## src/rtl/alu_exec_unit.sv

```systemverilog
`default_nettype none
// ============================================================================
// Module   : alu_exec_unit
// Purpose  : EX-stage ALU with valid/ready handshake and registered result/flags.
//            Optional iterative shift-add multiplier, enabled by macro MULT_EN.
// Revision : 1.0  initial release
// ============================================================================
module alu_exec_unit #(
    parameter int WIDTH = 32
) (
    input  logic             clk,
    input  logic             rst,
    input  logic             in_valid,
    output logic             in_ready,
    input  logic [3:0]       alu_cnt,
    input  logic [WIDTH-1:0] a,
    input  logic [WIDTH-1:0] b,
    output logic             out_valid,
    input  logic             out_ready,
    output logic [WIDTH-1:0] result,
    output logic             zero,
    output logic             overflow,
    output logic             illegal
);
    localparam logic [3:0] c_OP_AND = 4'b0000;
    localparam logic [3:0] c_OP_OR  = 4'b0001;
    localparam logic [3:0] c_OP_ADD = 4'b0010;
    localparam logic [3:0] c_OP_SUB = 4'b0110;
    localparam logic [3:0] c_OP_SLT = 4'b0111;
    localparam logic [3:0] c_OP_NOR = 4'b1100;
`ifdef MULT_EN
    localparam logic [3:0] c_OP_MUL = 4'b1000;
`endif

    typedef enum logic [0:0] {
        IDLE     = 1'b0,
        MUL_BUSY = 1'b1
    } state_t;

    state_t           r_state;
    state_t           w_state_next;
    logic             w_accept;
    logic             w_is_mul;
    logic             w_mul_done;
    logic [WIDTH-1:0] w_mul_result;
    logic [WIDTH-1:0] w_sum;
    logic [WIDTH-1:0] w_diff;
    logic [WIDTH-1:0] w_res;
    logic             w_ovf;
    logic             w_ill;

    assign in_ready = (r_state == IDLE) & (~out_valid | out_ready);
    assign w_accept = in_valid & in_ready;
    assign w_sum    = a + b;
    assign w_diff   = a - b;

    // Single-cycle operations; MUL is routed to the iterative datapath instead.
    always_comb begin
        w_res = '0;
        w_ovf = 1'b0;
        w_ill = 1'b0;
        case (alu_cnt)
            c_OP_AND: w_res = a & b;
            c_OP_OR:  w_res = a | b;
            c_OP_ADD: begin
                w_res = w_sum;
                w_ovf = (a[WIDTH-1] == b[WIDTH-1]) & (w_sum[WIDTH-1] != a[WIDTH-1]);
            end
            c_OP_SUB: begin
                w_res = w_diff;
                w_ovf = (a[WIDTH-1] != b[WIDTH-1]) & (w_diff[WIDTH-1] != a[WIDTH-1]);
            end
            c_OP_SLT: w_res = {{(WIDTH-1){1'b0}}, ($signed(a) < $signed(b))};
            c_OP_NOR: w_res = ~(a | b);
`ifdef MULT_EN
            c_OP_MUL: w_res = '0;
`endif
            default:  w_ill = 1'b1;
        endcase
    end

`ifdef MULT_EN
    localparam int CNT_W = $clog2(WIDTH);

    logic [WIDTH-1:0] r_mcand;
    logic [WIDTH-1:0] r_mplier;
    logic [WIDTH-1:0] r_prod;
    logic [CNT_W-1:0] r_count;
    logic [WIDTH-1:0] w_prod_next;

    assign w_is_mul     = (alu_cnt == c_OP_MUL);
    assign w_prod_next  = r_prod + (r_mplier[0] ? r_mcand : '0);
    assign w_mul_done   = (r_state == MUL_BUSY) && (r_count == CNT_W'(WIDTH - 1));
    assign w_mul_result = w_prod_next;

    always_ff @(posedge clk) begin
        if (rst) begin
            r_mcand  <= '0;
            r_mplier <= '0;
            r_prod   <= '0;
            r_count  <= '0;
        end else if (w_accept && w_is_mul) begin
            r_mcand  <= a;
            r_mplier <= b;
            r_prod   <= '0;
            r_count  <= '0;
        end else if (r_state == MUL_BUSY) begin
            r_prod   <= w_prod_next;
            r_mcand  <= {r_mcand[WIDTH-2:0], 1'b0};
            r_mplier <= {1'b0, r_mplier[WIDTH-1:1]};
            r_count  <= r_count + 1'b1;
        end
    end
`else
    assign w_is_mul     = 1'b0;
    assign w_mul_done   = 1'b0;
    assign w_mul_result = '0;
`endif

    always_ff @(posedge clk) begin
        if (rst) begin
            r_state <= IDLE;
        end else begin
            r_state <= w_state_next;
        end
    end

    always_comb begin
        w_state_next = r_state;
        case (r_state)
            IDLE:     if (w_accept && w_is_mul) w_state_next = MUL_BUSY;
            MUL_BUSY: if (w_mul_done) w_state_next = IDLE;
        endcase
    end

    // Output register: a new result replaces the retiring one with no bubble.
    always_ff @(posedge clk) begin
        if (rst) begin
            out_valid <= 1'b0;
            result    <= '0;
            zero      <= 1'b0;
            overflow  <= 1'b0;
            illegal   <= 1'b0;
        end else if (w_accept && !w_is_mul) begin
            out_valid <= 1'b1;
            result    <= w_res;
            zero      <= (w_res == '0);
            overflow  <= w_ovf;
            illegal   <= w_ill;
        end else if (w_mul_done) begin
            out_valid <= 1'b1;
            result    <= w_mul_result;
            zero      <= (w_mul_result == '0);
            overflow  <= 1'b0;
            illegal   <= 1'b0;
        end else if (out_ready) begin
            out_valid <= 1'b0;
        end
    end
endmodule
`default_nettype wire
```

## config.mk

```make
export PLATFORM = sky130hd
export DESIGN_NAME = alu_exec_unit
export DESIGN_NICKNAME = d
export VERILOG_FILES = /design/src/rtl/alu_exec_unit.sv
export SDC_FILE = /design/constraint.sdc
export NUM_CORES = 1
export LEC_CHECK = 0
export BUFFER_PORTS_ARGS = -buffer_cell sky130_fd_sc_hd__buf_4
export CORE_MARGIN = 10
export CORE_UTILIZATION = 35
export CTS_BUF_LIST = sky130_fd_sc_hd__clkbuf_4 sky130_fd_sc_hd__clkbuf_8
export DETAILED_ROUTE_END_ITERATION = 10
export PLACE_DENSITY = 0.51
export SYNTH_ARGS = -nofsm -noshare
export SYNTH_HDL_FRONTEND = slang
export SYNTH_SLANG_ARGS = --single-unit
export TNS_END_PERCENT = 50
```

## constraint.sdc

```tcl
create_clock -name clk -period 3.36 [get_ports clk]
set_input_delay 0.336 -clock clk [delete_from_list [all_inputs] [get_ports clk]]
set_output_delay 0.336 -clock clk [all_outputs]
set_load 0.02 [all_outputs]
```

==> impl_metrics.ini, run 1 <==
[detailed_routing]
drc = 0
routed_wl_um = 28770
dr.first_iter.drc_count = 594
num_vias = 8535
first_pass_iters = 5
vias_per_cell = 5.641
wl_per_cell_um = 19.02
drtAntennaViolNets = 0

[place]
gp_congestion = 0.9591
portBuffers = 108
dp_hpwl_um = 23770
pre_cts_ws_ns = -0.2433

[grt]
grt_usage = 0.2046
overflow = 0
antenna_found_initial = 0
grt_max_degree = 46
grt_pass1_wl_um = 44740
grt_pass1_vias = 8079

[timing]
finalWorstPathRequiredPeriod_ns = 3.224
rsz0062_at_grt = true
skew_ns = 0.004794
worst_pin_slew_ns = 0.6607
hold_viol_final = 0
finalSetupViolCount = 0
holdWs_ns = 0.3010
slew-limit-headroom = 0.5591
setup_ws_ns = 0.1364
finalCritPeriodShare = 0.9594
tns_ns = 0
max_freq_ghz = 0.3102
drv_slew = 0

[cells_and_area]
diodes = 0
final_cell_mix = buf_4, nor2_1, ha_1
syn_to_final_growth_pct = 38.87
layout_commonest_cell = buf_4
nets = 1423
n_fill_cell = 2049
drive_gt1_frac = 0.3189
fin_util = 0.4997

[synthesis]
ys_seq_area_frac = 0.1019
synth_fp_nets = 1163
syn_area_sq_um = 7072
yosys-top-cells-area = ha_1, dfxtp_1, a21oi_1
avgSynthCellArea_sq_um = 7.165
ys_types = 100
synth_top_area_frac = 0.1805
synthesis.instances = 987
synth_top_cell_by_area = ha_1
synth_async_sr_flop_share = 0
synth-seq-cells = 36
synthFlopType = dfxtp_1
yosys_warnings = 0
synth_edf_count = 0

[clocking]
cts_tree = done
clk_latency_ns = 0.29
clk_pin_slew_ns = 0.07
clock_path_buffers = 2
root_buffer = clkbuf_8
cts.sinks = 36
h-tree-depth = 2
cts_buffers = 5

[die]
rows = 51
dieArea_sq_um = 26290
ios = 109
die_w_um = 162.1
die_y_um = 162.1
initial_utilization = 0.3598
core_area_sq_um = 19650

[power]
powerDensity_nw_per_um2 = 244.6
ir_drop_v = 0.0001459
p_comb_frac = 0.671
power_leakage_nw = 4.703
p_int_mw = 1.339
clkPwrFrac = 0.128
pwr-share-seq = 0.200
power.switching_mw = 1.063
finalPower_mw = 2.402
swShare = 0.4426

[worst_setup_path]
worstSetupStartpointType = input pin
critPathTopFamily = simple AND/OR/NAND/NOR gates
cpMaxStageDelayCell = fa_2
crit_path_max_incr_delay_ns = 0.41
end_kind = flip-flop
crit_buf_inv = 3
crit_arrival_ns = 3.43
critical_path_class = in -> reg
worstPathCellList = buf_4 > inv_1 > buf_4 > fa_2 > o21bai_4 > a21oi_2 > a221o_1 > a22o_1 > nor4_4 > nand4_1 > nor4_2 > and4_1 > and4_1 > nand4_1 > o31ai_2
cp.required_ns = 3.57
crit_fanout = 3

[run_status]
outcome = finished, final reports clean

[worst_hold_path]
hp-class = in -> reg

[job]
cap_violations = 0
==> through the flow <==
stage | instance area [sq um] | std cells
after floorplan | 7072 | 987
after global placement | 9528 | 1502
after detailed placement | 9528 | 1502
after CTS | 9620 | 1510
after global routing | 9821 | 1513
final | 9821 | 1513
==> worst reg2reg max path: stages, from the launching register on <==
cell and delay (ns):
dfxtp_1 0.31, nand2b_1 0.12, nand2_1 0.19, a21oi_1 0.16, o211ai_1 0.14, a21oi_1 0.32, and3_1 0.20, and4_1 0.18
and4_1 0.18, nand4_1 0.11, o31ai_2 0.18
==> power groups by stage <==
stage          clock network (mW)  registers [mW]  logic, mW
2_1_floorplan                   0           0.527      0.794
3_3_place_gp                    0           0.490       1.53
3_5_place_dp                    0           0.491       1.53
4_1_cts                     0.318           0.481       1.54
5_1_grt                     0.339           0.485       1.75
6_report                    0.308           0.481       1.61
==> cell type report <==
class | count | area [sq um] | share of cell area
clock inverter | 3 | 23.77 | 0.002421
multi-input combinational | 792 | 5906 | 0.6014
inverter | 96 | 360.3 | 0.03669
tap | 265 | 331.6 | 0.03376
timing repair buffer | 316 | 2410 | 0.2454
sequential | 36 | 720.7 | 0.07339
clock buffer | 5 | 68.82 | 0.007007
==> cells in the mapped netlist (all sizes together) (8+ instances only) <==
cell type	number
a211o	8
buf	33
nand3	9
a31oi	10
nand2b	15
a221oi	14
o211ai	13
a221o	23
a21o	13
dfxtp	36
ha	102
o221ai	11
inv	95
or3	8
nor2	116
a21oi	93
o21ai	36
nor2b	11
o21bai	10
nand4	12
a211oi	29
nor3	37
nand2	52
o31ai	18
clkbuf	30
o21a	10
nor4	17
and3	8
==> final timing paths <==
| kind | start | endpoint | slack (ns) | cells past startpoint |
|---|---|---|---|---|
| max reg2reg | out_valid | zero | 1.18 | 10 |
| min | in_valid | out_valid | 0.30 | 3 |
| min reg2reg | result[25] | result[25] | 0.46 | 2 |
| max | a[1] | zero | 0.14 | 15 |
==> cell families (layout without fill, tap and decap cells) <==
group	after synthesis	in the layout	share of synthesized area
compound gates	357	357	0.3728
xor+xnor	3	3	0.003716
fa+ha+maj	104	104	0.1861
buf+inv	159	420	0.09200
flops	36	36	0.1019
mux	10	10	0.01645
simple gates	318	318	0.2270
==> repair_timing <==
item	CTS	global route
resized for setup	0	34
hold buffers	0	0
setup buffers	0	3
setup endpoints to repair	0	5
==> per-layer routing <==
metal | routed length, um | share of wire | track usage
met4 | 274 | 0.0095 | 0.02233
met3 | 2200 | 0.076 | 0.03236
met2 | 12470 | 0.43 | 0.3167
met1 | 13830 | 0.48 | 0.2979
met5 | 0 | 0 | 0
==> state kept, by name, indices dropped and copies added (netlist names) <==
name       flops
illegal        1
out_valid      1
result        32
overflow       1
zero           1
No activity file was read; power rests on OpenSTA's default activity.
==> inputs of run 2 (changes only) <==
CORE_UTILIZATION = 42   (was 35)
PLACE_DENSITY = 0.59   (was 0.51)
==> run 2 against run 1 <==
Compared with the run above:
- critical path depth stayed put
- wire length is 3.6% lower
- die area is 15% lower
- clock power is 3% lower
- non-clock buffer count is 26 lower
- core utilization is 7.6 points higher
- clock-buffer cell count is 1 higher
- final area is 3.2% lower
- total power is 2.9% lower
- first-iteration DRC count is 24% higher
- sequential power hardly changed
==> impl_metrics.ini, run 2 (synthesized netlist as in run 1, its figures left out) <==
[timing]
finalWorstPathRequiredPeriod_ns = 3.231
holdWs_ns = 0.3098
finalSetupViolCount = 0
hold_viol_final = 0
skew_ns = 0.005590
finalCritPeriodShare = 0.9616
drv_slew = 0
max_freq_ghz = 0.3095
tns_ns = 0
worst_pin_slew_ns = 0.8445
slew-limit-headroom = 0.4370

[grt]
grt_usage = 0.2354
overflow = 0
grt_max_degree = 37
grt_pass1_vias = 8004
antenna_found_initial = 0
grt_pass1_wl_um = 43460

[job]
cap_violations = 0

[worst_hold_path]
hp-class = in -> reg
min_from = in_valid

[place]
dp_hpwl_um = 22720
placed_cell_area_sq_um = 9309
gp_congestion = 0.9840
portBuffers = 108

[die]
core_area_sq_um = 16520
die_y_um = 149.8
die_w_um = 149.8
dieArea_sq_um = 22430
rows = 47
ios = 109
initial_utilization = 0.4280

[worst_setup_path]
crit_path_start = b[6]
worstSetupStartpointType = input pin
crit_arrival_ns = 3.43
cp-endpoint = zero
crit_fanout = 4
ff2ff_setup_slack_ns = 1.25
r2r_end = zero
r2r_start = out_valid
cp.required_ns = 3.56
end_kind = flip-flop
critical_path_class = in -> reg
rr_worst_depth = 10

[detailed_routing]
drtAntennaViolNets = 0
drc = 0
num_vias = 8434
vias_per_cell = 5.853
first_pass_iters = 5
wl_per_cell_um = 19.25
dr.first_iter.drc_count = 737
routed_wl_um = 27750

[power]
power_leakage_nw = 4.570
powerDensity_nw_per_um2 = 245.2
ir_drop_v = 0.0002087

[cells_and_area]
layout_commonest_cell = buf_4
fin_area_sq_um = 9507
nets = 1397
syn_to_final_growth_pct = 34.43
diodes = 0
drive_gt1_frac = 0.2998
largest_reg_flops = 32
final_cell_mix = buf_4, nor2_1, ha_1
n_fill_cell = 1628
top_register = result

[clocking]
cts.sinks = 36
root_buffer = clkbuf_8
cts_buffers = 5
clk_latency_ns = 0.28
cts_hold_buffers = 0
clk_pin_slew_ns = 0.07
h-tree-depth = 2
cts_tree = done
clock_path_buffers = 2

[run_status]
outcome = finished, final reports clean
## run 2: cell count changes in the layout (fill, tap and decap cells not counted), moves of 2 or more
| cell | delta |
|---|---|
| buf_12 | +2 |
| clkinvlp_4 | -2 |
| o21ai_1 | -2 |
| nor4_1 | +2 |
| buf_4 | -28 |
## run 2: cell type report
cell class              instances  area (sq um)  area share
multi-input cells             792          5829      0.6132
clock inverters                 1         5.005   0.0005265
inverters                      96         360.3     0.03790
repair buffers                290          2240      0.2356
clock buffers                   6         76.32    0.008028
well taps                     220         275.3     0.02895
flip-flops and latches         36         720.7     0.07581
## run 2: how the worst min path moves through the flow
stage,endpoint,slack (ns),depth (start not counted)
finish,out_valid,0.31,3
global placement,result[25],0.45,2
CTS,out_valid,0.31,3
detailed placement,overflow,0.45,2
floorplan,out_valid,0.47,2
global route,out_valid,0.31,3
## run 2: per-layer routing
metal | global-route usage | vias to the layer above | share of wire
met5 | 0 | - | 0
li1 | - | 4133 | -
met3 | 0.03412 | 38 | 0.077
met4 | 0.05296 | 0 | 0.015
met2 | 0.3671 | 349 | 0.44
met1 | 0.3333 | 3914 | 0.47
## run 2: what timing repair did
item                                    CTS  global route
endpoints found under the setup margin    0             3
buffers inserted                          0             2
gates resized for setup                   0            22
## run 2: where the power goes
part	switching (mW)	internal, mW
clock network	0.149	0.149
logic	0.857	0.695
registers	0.0202	0.461
total	1.03	1.30
## run 2: worst max-delay path: stages
cell and delay (ns):
buf_4 0.08, inv_1 0.04, ha_1 0.34, nor2b_1 0.07
or4_1 0.44, o211ai_1 0.21, buf_4 0.17, nand2b_1 0.15
nand3_2 0.14, a311oi_1 0.48, o21ai_0 0.17, a21oi_1 0.18
a21oi_1 0.09, or2_2 0.30, o31ai_2 0.23
## run 2: through the flow
| stage | util | setup WS [ns] | instances | total power, mW |
|---|---|---|---|---|
| after floorplan | - | 0.3211 | 987 | 1.322 |
| after global placement | 0.5633 | -0.1525 | 1432 | 1.974 |
| after detailed placement | 0.5633 | -0.1444 | 1432 | 1.979 |
| after CTS | 0.5683 | 0.1139 | 1439 | 2.277 |
| after global routing | 0.5753 | -0.01856 | 1441 | 2.486 |
| final | 0.5753 | 0.1289 | 1441 | 2.331 |
